### src/rtl/seq_divider.sv
// Sequential restoring unsigned divider: one quotient bit per clock over WIDTH cycles,
// with a start/busy/done handshake and result registers that hold until the next result.
module seq_divider #(
  parameter int WIDTH = 8
) (
  input  logic             clk,
  input  logic             rst_n,
  input  logic             start,
  input  logic [WIDTH-1:0] dividend,
  input  logic [WIDTH-1:0] divisor,
  output logic             busy,
  output logic             done,
  output logic [WIDTH-1:0] quotient,
  output logic [WIDTH-1:0] remainder,
  output logic             div_by_zero,
  output logic [1:0]       dbg_state
);

  // Handshake: start is taken only when busy==0 (IDLE or DONE); busy then stays high
  // for exactly WIDTH cycles, followed by a one-cycle done pulse with fresh results.
  typedef enum logic [1:0] {
    IDLE = 2'd0,
    RUN  = 2'd1,
    DONE = 2'd2
  } state_e;

  localparam int CW = $clog2(WIDTH + 1);

  state_e           state_q, state_d;
  logic [WIDTH:0]   rem_q, rem_d;
  logic [WIDTH-1:0] quo_sh_q, quo_sh_d;
  logic [WIDTH-1:0] dvs_q, dvs_d;
  logic [CW-1:0]    cnt_q, cnt_d;
  logic             busy_q, busy_d;
  logic             done_q, done_d;
  logic [WIDTH-1:0] quot_out_q, quot_out_d;
  logic [WIDTH-1:0] rem_out_q, rem_out_d;
  logic             dz_q, dz_d;

  logic [WIDTH:0]   r_shift;
  logic [WIDTH+1:0] diff;
  logic             borrow;
  logic [WIDTH:0]   r_next;
  logic [WIDTH-1:0] q_next;

  // Trial subtract one bit wider than the partial remainder; the top bit is the borrow.
  always_comb begin
    r_shift = {rem_q[WIDTH-1:0], quo_sh_q[WIDTH-1]};
    diff    = {1'b0, r_shift} - {2'b00, dvs_q};
    borrow  = diff[WIDTH+1];
    r_next  = borrow ? r_shift : diff[WIDTH:0];
    q_next  = {quo_sh_q[WIDTH-2:0], ~borrow};
  end

  always_comb begin
    state_d    = state_q;
    rem_d      = rem_q;
    quo_sh_d   = quo_sh_q;
    dvs_d      = dvs_q;
    cnt_d      = cnt_q;
    busy_d     = busy_q;
    done_d     = 1'b0;
    quot_out_d = quot_out_q;
    rem_out_d  = rem_out_q;
    dz_d       = dz_q;
    case (state_q)
      IDLE, DONE: begin
        busy_d = 1'b0;
        if (start) begin
          state_d  = RUN;
          busy_d   = 1'b1;
          rem_d    = '0;
          quo_sh_d = dividend;
          dvs_d    = divisor;
          cnt_d    = CW'(WIDTH);
        end else begin
          state_d = IDLE;
        end
      end
      RUN: begin
        rem_d    = r_next;
        quo_sh_d = q_next;
        cnt_d    = cnt_q - CW'(1);
        if (cnt_q == CW'(1)) begin
          state_d    = DONE;
          busy_d     = 1'b0;
          done_d     = 1'b1;
          quot_out_d = q_next;
          rem_out_d  = r_next[WIDTH-1:0];
          dz_d       = (dvs_q == '0);
        end
      end
      default: begin
        state_d = IDLE;
        busy_d  = 1'b0;
      end
    endcase
  end

  always_ff @(posedge clk) begin
    if (!rst_n) begin
      state_q    <= IDLE;
      rem_q      <= '0;
      quo_sh_q   <= '0;
      dvs_q      <= '0;
      cnt_q      <= '0;
      busy_q     <= 1'b0;
      done_q     <= 1'b0;
      quot_out_q <= '0;
      rem_out_q  <= '0;
      dz_q       <= 1'b0;
    end else begin
      state_q    <= state_d;
      rem_q      <= rem_d;
      quo_sh_q   <= quo_sh_d;
      dvs_q      <= dvs_d;
      cnt_q      <= cnt_d;
      busy_q     <= busy_d;
      done_q     <= done_d;
      quot_out_q <= quot_out_d;
      rem_out_q  <= rem_out_d;
      dz_q       <= dz_d;
    end
  end

  assign busy        = busy_q;
  assign done        = done_q;
  assign quotient    = quot_out_q;
  assign remainder   = rem_out_q;
  assign div_by_zero = dz_q;
  assign dbg_state   = state_q;

endmodule

### config.mk
export PLATFORM = sky130hd
export DESIGN_NAME = seq_divider
export DESIGN_NICKNAME = d
export VERILOG_FILES = /design/src/rtl/seq_divider.sv
export SDC_FILE = /design/constraint.sdc
export NUM_CORES = 1
export LEC_CHECK = 0
export BUFFER_PORTS_ARGS = -buffer_cell sky130_fd_sc_hd__buf_2
export CAP_MARGIN = 0
export CORE_ASPECT_RATIO = 0.6
export CORE_MARGIN = 1.5
export CORE_UTILIZATION = 62
export CTS_BUF_LIST = sky130_fd_sc_hd__clkbuf_2 sky130_fd_sc_hd__clkbuf_4 sky130_fd_sc_hd__clkbuf_8
export CTS_CLUSTER_SIZE = 25
export DETAILED_ROUTE_END_ITERATION = 16
export PLACE_DENSITY = 0.87
export SLEW_MARGIN = 20
export SYNTH_ARGS = -nofsm -noshare
export SYNTH_HDL_FRONTEND = slang
export SYNTH_SLANG_ARGS = --single-unit
### constraint.sdc
create_clock -name clk -period 2.9 [get_ports clk]
set_input_delay 0.29 -clock clk [delete_from_list [all_inputs] [get_ports clk]]
set_output_delay 0.29 -clock clk [all_outputs]
set_load 0.1 [all_outputs]
==> results of run 1 <==
flip-flops by register name, indices dropped and copies added, names as in the netlist:
signal and cells:
remainder 8, div_by_zero 1, dbg_state 2, quotient 8
busy 1, dvs_q 8, done 1, cnt_q 4
rem_q 8, quo_sh_q 8
synth_stat cells, types with 3 or more instances:
| library cell | instances |
|---|---|
| nand2_1 | 52 |
| xor2_1 | 4 |
| clkbuf_1 | 8 |
| dfxtp_1 | 49 |
| ha_1 | 10 |
| inv_1 | 17 |
| nor2_1 | 19 |
| buf_2 | 4 |
| a21oi_1 | 32 |
| mux2i_1 | 6 |
| a21o_1 | 4 |
| nand3_1 | 7 |
| nor3_1 | 3 |
| o21ai_0 | 12 |
| a22oi_1 | 8 |
| nor3b_1 | 3 |
| a211oi_1 | 6 |
metal layers:
metal	GRT usage, %	up-vias	routed length (um)
met2	40.1	102	2260
met1	40.4	977	2540
li1	-	1059	-
met3	8.04	10	494
met4	11.7	0	78
met5	0	-	0
through the flow:
stage | cell area, sq um | setup WS (ns) | total power [uW]
after floorplan | 2370 | 0.774 | 1180
after global placement | 2580 | 0.806 | 1240
after CTS | 2680 | 0.717 | 1680
after global routing | 2680 | 0.557 | 1770
after detailed placement | 2580 | 0.733 | 1260
final | 2680 | 0.686 | 1690
power by group through the flow:
stage	Combinational (uW)	Sequential, uW	Clock [uW]
finish	506	749	436
global route	549	753	471
CTS	498	747	438
detailed placement	496	762	0
global placement	485	760	0
floorplan	377	798	0
layout make-up:
cell class | instances | share of cell area (%)
multi-input cells | 200 | 46.0
flip-flops and latches | 49 | 36.6
repair buffers | 45 | 8.95
clock buffers | 7 | 3.59
inverters | 18 | 2.52
well taps | 47 | 2.19
clock inverters | 1 | 0.186
worst min-delay path, cell delays in order:
cell and delay (ns):
buf_2 0.09, nand2_1 0.05, a21oi_1 0.05
worst max path at each step:
stage / end / cells after the start
floorplan: quotient[0] / 7
global placement: rem_q[7] / 7
detailed placement: remainder[7] / 7
CTS: rem_q[1] / 7
global route: remainder[3] / 7
finish: rem_q[7] / 7
cells by family (layout without fill, tap and decap cells):
logic type                 after synthesis  in the layout  synth area share (%)
buffers and inverters                   34             71                  6.39
DFF                                     49             49                  41.4
adders and majority gates               11             11                  6.13
AOI/OAI and AO/OA                       79             79                  22.8
xor gates and xnor gates                 4              4                  1.48
and+or+nand+nor                        100            100                  19.2
muxes                                    6              6                  2.54
==> flow_metrics.py, run 1 <==
metrics = {
    "clock_network": {
        "h-tree-depth": 2,
        "cts_tree": "built",
        "cts_num_sinks": 49,
        "postCtsHoldBufs": 0,
        "clk_path_buf_depth": 2,
        "ctsResizeCount": 0,
        "cts-root-buf": "clkbuf_8",
        "post-cts-setup-buffers": 0,
        "clock_latency_ns": 0.30,
        "numCtsBuffers": 5,
        "clkSlewWorstSetupHoldPaths_ns": 0.08,
    },
    "status": {
        "status": "finished clean",
    },
    "logic_synthesis": {
        "synth_nets": 313,
        "ys.warnings.count": 0,
        "syn_area_sq_um": 2370,
        "synth_cell_type_count": 47,
        "synth_top_area_share_pct": 41.4,
        "synth_cells": 283,
        "ys.flop_type": "dfxtp_1",
        "synth_edf_count": 0,
        "ys_async_sr_fraction_pct": 0,
        "synth_top_area_cell": "dfxtp_1",
        "synth.avg_cell_area_sq_um": 8.36,
        "ys_seq_elements": 49,
        "synth.area.top_cells": "dfxtp_1 41%, nand2_1 8.2%, a21oi_1 6.8%",
        "yosysSeqAreaShare_pct": 41.4,
    },
    "global_routing": {
        "track_usage_pct": 28.3,
        "first_global_vias": 1900,
        "grt_first_pass_wirelength_um": 8700,
        "antenna_found_initial": 0,
        "grt.overflow.total": 0,
        "grt_max_degree": 21,
    },
    "worst_setup_path": {
        "reg2reg_depth": 7,
        "critPathBufInv": 1,
        "crit_type": "reg -> reg",
        "worstReg2RegEnd": "rem_q[7]",
        "critPathCaptureType": "flop",
        "cp_data_arrival_time_ns": 2.42,
        "crit_slowest_cell": "a2111oi_4",
        "max_stage_delay_ns": 0.43,
        "crit_family": "compound AO/OA/AOI/OAI gates",
        "cp_max_fo": 19,
        "setup.worst_path.start": "dvs_q[1]",
        "r2r-start": "dvs_q[1]",
        "start_kind": "flop",
        "worstPathCellList": "inv_1, ha_1, or2b_1, a2111oi_4, nor2_4, a32o_1, a21o_1",
        "crit_required_ns": 3.11,
        "ff2ff_setup_slack_ns": 0.69,
    },
    "routing": {
        "wl_per_cell_um": 14.6,
        "drt-pass1-iter-count": 5,
        "detail_route.vias_per_cell": 5.85,
        "drc": 0,
        "vias": 2148,
        "ant_nets": 0,
        "drt_wl_total_um": 5370,
        "drt-initial-drc-count": 149,
    },
    "timing": {
        "fmax_mhz": 452,
        "final.min_clock_period_ns": 2.21,
        "whs_ns": 0.214,
        "slew_viol_final": 0,
        "maxSlewHeadroom_pct": 50.3,
        "rsz0062_at_grt": "false",
        "worst_slew_pin_slew_ns": 0.742,
        "finalHoldViolCount": 0,
        "skew_ns": 0.00564,
        "final.setup.tns_ns": 0,
        "period_share_pct": 76.3,
        "setup_viol": 0,
    },
    "placed_design": {
        "hpwlAfterDp_um": 3870,
        "portBuffers": 39,
        "dp.cells": 359,
        "gp_congestion": 0.888,
    },
    "floorplan": {
        "core_area_sq_um": 3660,
        "row_count": 17,
        "dieArea_sq_um": 4210,
        "die_x_um": 82.8,
        "start_util_pct": 64.7,
        "boundaryPins": 40,
        "die_h_um": 50.9,
    },
    "job": {
        "cap_viol_max_count": 0,
    },
    "worst_hold_path": {
        "hp-start": "divisor[7]",
        "worstHoldPathCells": 3,
        "hold_end": "dvs_q[7]",
        "worstHoldPathType": "in -> reg",
    },
    "cells_and_area": {
        "stdcell_count": 367,
        "fillers": 296,
        "drive_gt1_share_pct": 18.4,
        "final_util_pct": 73.4,
        "multi_input_area_sq_um": 1230,
        "area_delta_synth_final_pct": 13.4,
        "layout_commonest_cell": "nand2_1",
        "antenna_cells": 0,
        "ff_latch_area_sq_um": 981,
        "mostFrequentLayoutCells": "52 x nand2_1, 49 x dfxtp_1, 39 x buf_2",
        "layout.nets": 349,
    },
    "power_and_ir_drop": {
        "combPwrFrac_pct": 30.0,
        "vdd_drop_max_mv": 0.354,
        "leakagePower_uw": 0.00118,
        "swShare_pct": 34.5,
        "p_switching_uw": 584,
        "power_frac_seq_pct": 44.3,
        "intPower_uw": 1110,
        "power_density_nw_per_um2": 630,
        "clockPowerShare_pct": 25.8,
    },
}
Note: power is estimated with default switching activity, not from simulation.
==> inputs of run 2 (changes only) <==
ABC_AREA = 1   (was default)
CORE_UTILIZATION = 58   (was 62)
PLACE_DENSITY = 0.81   (was 0.87)
clock period = 2.2 ns   (was 2.9 ns; I/O delays follow)
==> run 2 against run 1 <==
- register-to-register slack got worse by 0.51 ns
- maximum frequency increased by 9.3%
- global-route usage decreased by 2.0 points
- total power increased by 44%
- critical path depth increased by 6
- sequential share of layout area decreased by 2.1 points
- cell count increased by 16%
- setup slack got worse by 0.51 ns
- hold slack got worse by 0.064 ns
- flip-flop and latch count unchanged
- largest cell class unchanged
- highest routed layer unchanged
==> flow_metrics.py, run 2 <==
metrics = {
    "placed_design": {
        "place_ws_ns": 0.224,
        "hpwlAfterDp_um": 4190,
        "dp.cells": 417,
        "place_area_sq_um": 2710,
        "portBuffers": 39,
        "gp_congestion": 0.923,
    },
    "logic_synthesis": {
        "ys.warnings.count": 0,
        "synth_cell_type_count": 34,
        "ys_async_sr_fraction_pct": 0,
        "syn_area_sq_um": 2500,
        "synth_nets": 357,
        "ys.flop_type": "dfxtp_1",
        "synth_top_area_share_pct": 39.2,
        "ys_seq_elements": 49,
        "synth.avg_cell_area_sq_um": 7.66,
        "synth_cells": 327,
        "yosysSeqAreaShare_pct": 39.2,
        "synth_most_common_cell": "nand2_1",
        "synthTopCellsByCount": "60 x nand2_1, 49 x dfxtp_1, 42 x inv_1, 32 x nor2_1, 21 x nand2_2",
        "synth.area.top_cells": "dfxtp_1 39%, nand2_1 9.0%, inv_1 6.3%",
        "synth_top_area_cell": "dfxtp_1",
        "synth_edf_count": 0,
    },
    "clock_network": {
        "clock_latency_ns": 0.31,
        "postCtsHoldBufs": 0,
        "clkSlewWorstSetupHoldPaths_ns": 0.10,
        "cts-root-buf": "clkbuf_8",
        "numCtsBuffers": 5,
        "post-cts-setup-buffers": 0,
        "cts_num_sinks": 49,
        "clk_path_buf_depth": 2,
        "ctsResizeCount": 0,
        "h-tree-depth": 2,
        "cts_tree": "built",
    },
    "power_and_ir_drop": {
        "clockPowerShare_pct": 31.9,
        "swShare_pct": 34.2,
        "power_frac_seq_pct": 40.0,
        "leakagePower_uw": 0.00140,
        "power_density_nw_per_um2": 856,
        "combPwrFrac_pct": 28.1,
        "vdd_drop_max_mv": 0.522,
        "intPower_uw": 1610,
        "p_switching_uw": 834,
    },
    "timing": {
        "slew_viol_final": 0,
        "period_share_pct": 92.1,
        "finalHoldViolCount": 0,
        "skew_ns": 0.00746,
        "worst_slack_ns": 0.174,
        "final.min_clock_period_ns": 2.03,
        "rsz0062_at_grt": "false",
        "maxSlewHeadroom_pct": 67.6,
        "setup_viol": 0,
        "worst_slew_pin_slew_ns": 0.489,
        "fmax_mhz": 494,
        "final.setup.tns_ns": 0,
    },
    "worst_setup_path": {
        "worstReg2RegEnd": "rem_q[3]",
        "critPathCaptureType": "flop",
        "crit_type": "reg -> reg",
        "crit_required_ns": 2.45,
        "cp_max_fo": 11,
        "ff2ff_setup_slack_ns": 0.17,
        "r2r-start": "dvs_q[2]",
        "cp_data_arrival_time_ns": 2.28,
        "start_kind": "flop",
        "reg2reg_depth": 13,
    },
    "floorplan": {
        "die_x_um": 87.8,
        "row_count": 18,
        "start_util_pct": 60.7,
        "core_area_sq_um": 4120,
        "dieArea_sq_um": 4730,
        "die_h_um": 53.9,
        "boundaryPins": 40,
    },
    "routing": {
        "vias": 2202,
        "drt-pass1-iter-count": 4,
        "detail_route.vias_per_cell": 5.18,
        "ant_nets": 0,
        "drc": 0,
        "drt-initial-drc-count": 105,
        "drt_wl_total_um": 5710,
        "wl_per_cell_um": 13.4,
    },
    "worst_hold_path": {
        "worstHoldPathType": "in -> reg",
        "hp-start": "dividend[4]",
        "hold_end": "quo_sh_q[4]",
        "worstHoldPathCells": 3,
    },
    "cells_and_area": {
        "area_delta_synth_final_pct": 13.8,
        "fin_area_sq_um": 2850,
        "layout_commonest_cell": "nand2_1",
        "drive_gt1_share_pct": 27.1,
        "fillers": 348,
        "antenna_cells": 0,
        "layout.nets": 394,
        "mostFrequentLayoutCells": "60 x nand2_1, 49 x dfxtp_1, 42 x inv_1",
        "stdcell_count": 425,
    },
    "global_routing": {
        "first_global_vias": 1940,
        "track_usage_pct": 26.4,
        "grt.overflow.total": 0,
        "grt_max_degree": 21,
        "antenna_found_initial": 0,
        "grt_first_pass_wirelength_um": 9160,
    },
    "job": {
        "cap_viol_max_count": 0,
    },
    "status": {
        "status": "finished clean",
    },
}
[run 2: changes by cell type after synthesis, moves of 5 or more]
| cell | previous run | this run |
|---|---|---|
| a211oi_1 | 6 | 0 |
| a21oi_1 | 32 | 16 |
| a21oi_2 | 0 | 9 |
| a221oi_1 | 0 | 5 |
| a22oi_1 | 8 | 0 |
| clkbuf_1 | 8 | 3 |
| inv_1 | 17 | 42 |
| mux2i_1 | 6 | 0 |
| nand2_1 | 52 | 60 |
| nand2_2 | 0 | 21 |
| nand3_1 | 7 | 16 |
| nor2_1 | 19 | 32 |
| o21ai_1 | 0 | 8 |
| o21ai_2 | 0 | 6 |
[run 2: final cells by class]
| cell class | count | area (sq um) | area share (%) |
|---|---|---|---|
| flip-flops and latches | 49 | 981 | 34.4 |
| well taps | 60 | 75.1 | 2.63 |
| clock inverters | 3 | 68.8 | 2.41 |
| multi-input cells | 218 | 1250 | 43.9 |
| inverters | 48 | 186 | 6.54 |
| clock buffers | 5 | 68.8 | 2.41 |
| repair buffers | 42 | 218 | 7.64 |
[run 2: cell families after synthesis]
| group | share of synthesized area (%) |
|---|---|
| and+or+nand+nor | 27.9 |
| AOI/OAI and AO/OA | 15.3 |
| buffers and inverters | 10.8 |
| DFF | 39.2 |
| adders and majority gates | 5.80 |
| xor gates and xnor gates | 1.05 |
[run 2: stage by stage]
step	util [%]	hold WS, ns	power (uW)
6_report	69.2	0.150	2440
2_1_floorplan	-	0.375	1570
3_3_place_gp	65.8	0.446	1660
5_1_grt	69.2	0.173	2560
3_5_place_dp	65.8	0.454	1670
4_1_cts	69.2	0.148	2440
[run 2: critical path, cell delays in order (launching register included)]
cell and delay, ns:
dfxtp_1 0.36, inv_1 0.07, ha_1 0.36, nand2_1 0.10
nand2_1 0.06, nand2_2 0.07, nand2_1 0.05, nand2_1 0.06
nand3_2 0.25, inv_2 0.23, nand2_1 0.09, nand2_2 0.07
nand2_1 0.07, a21oi_2 0.13
[run 2: worst max path at each step]
stage	end	slack, ns	cells after the start	from
global route	rem_q[3]	0.02	13	dvs_q[2]
detailed placement	rem_q[3]	0.22	13	dvs_q[2]
finish	rem_q[3]	0.17	13	dvs_q[2]
floorplan	remainder[2]	0.14	8	dbg_state[0]
CTS	rem_q[3]	0.19	13	dvs_q[2]
global placement	rem_q[1]	0.29	13	dvs_q[2]
[run 2: power groups by stage]
stage | sequential (uW) | clock, uW | combinational, uW
5_1_grt | 984 | 811 | 763
6_report | 977 | 778 | 687
2_1_floorplan | 1050 | 0 | 516
3_5_place_dp | 995 | 0 | 675
4_1_cts | 976 | 778 | 682
3_3_place_gp | 993 | 0 | 663
[run 2: per-layer routing]
metal	vias to the layer above	track usage, %	share of wire, %
li1	1116	-	-
met5	-	0	0
met2	76	39.7	41
met4	0	9.79	1.3
met1	1002	37.2	51
met3	8	5.83	7.3
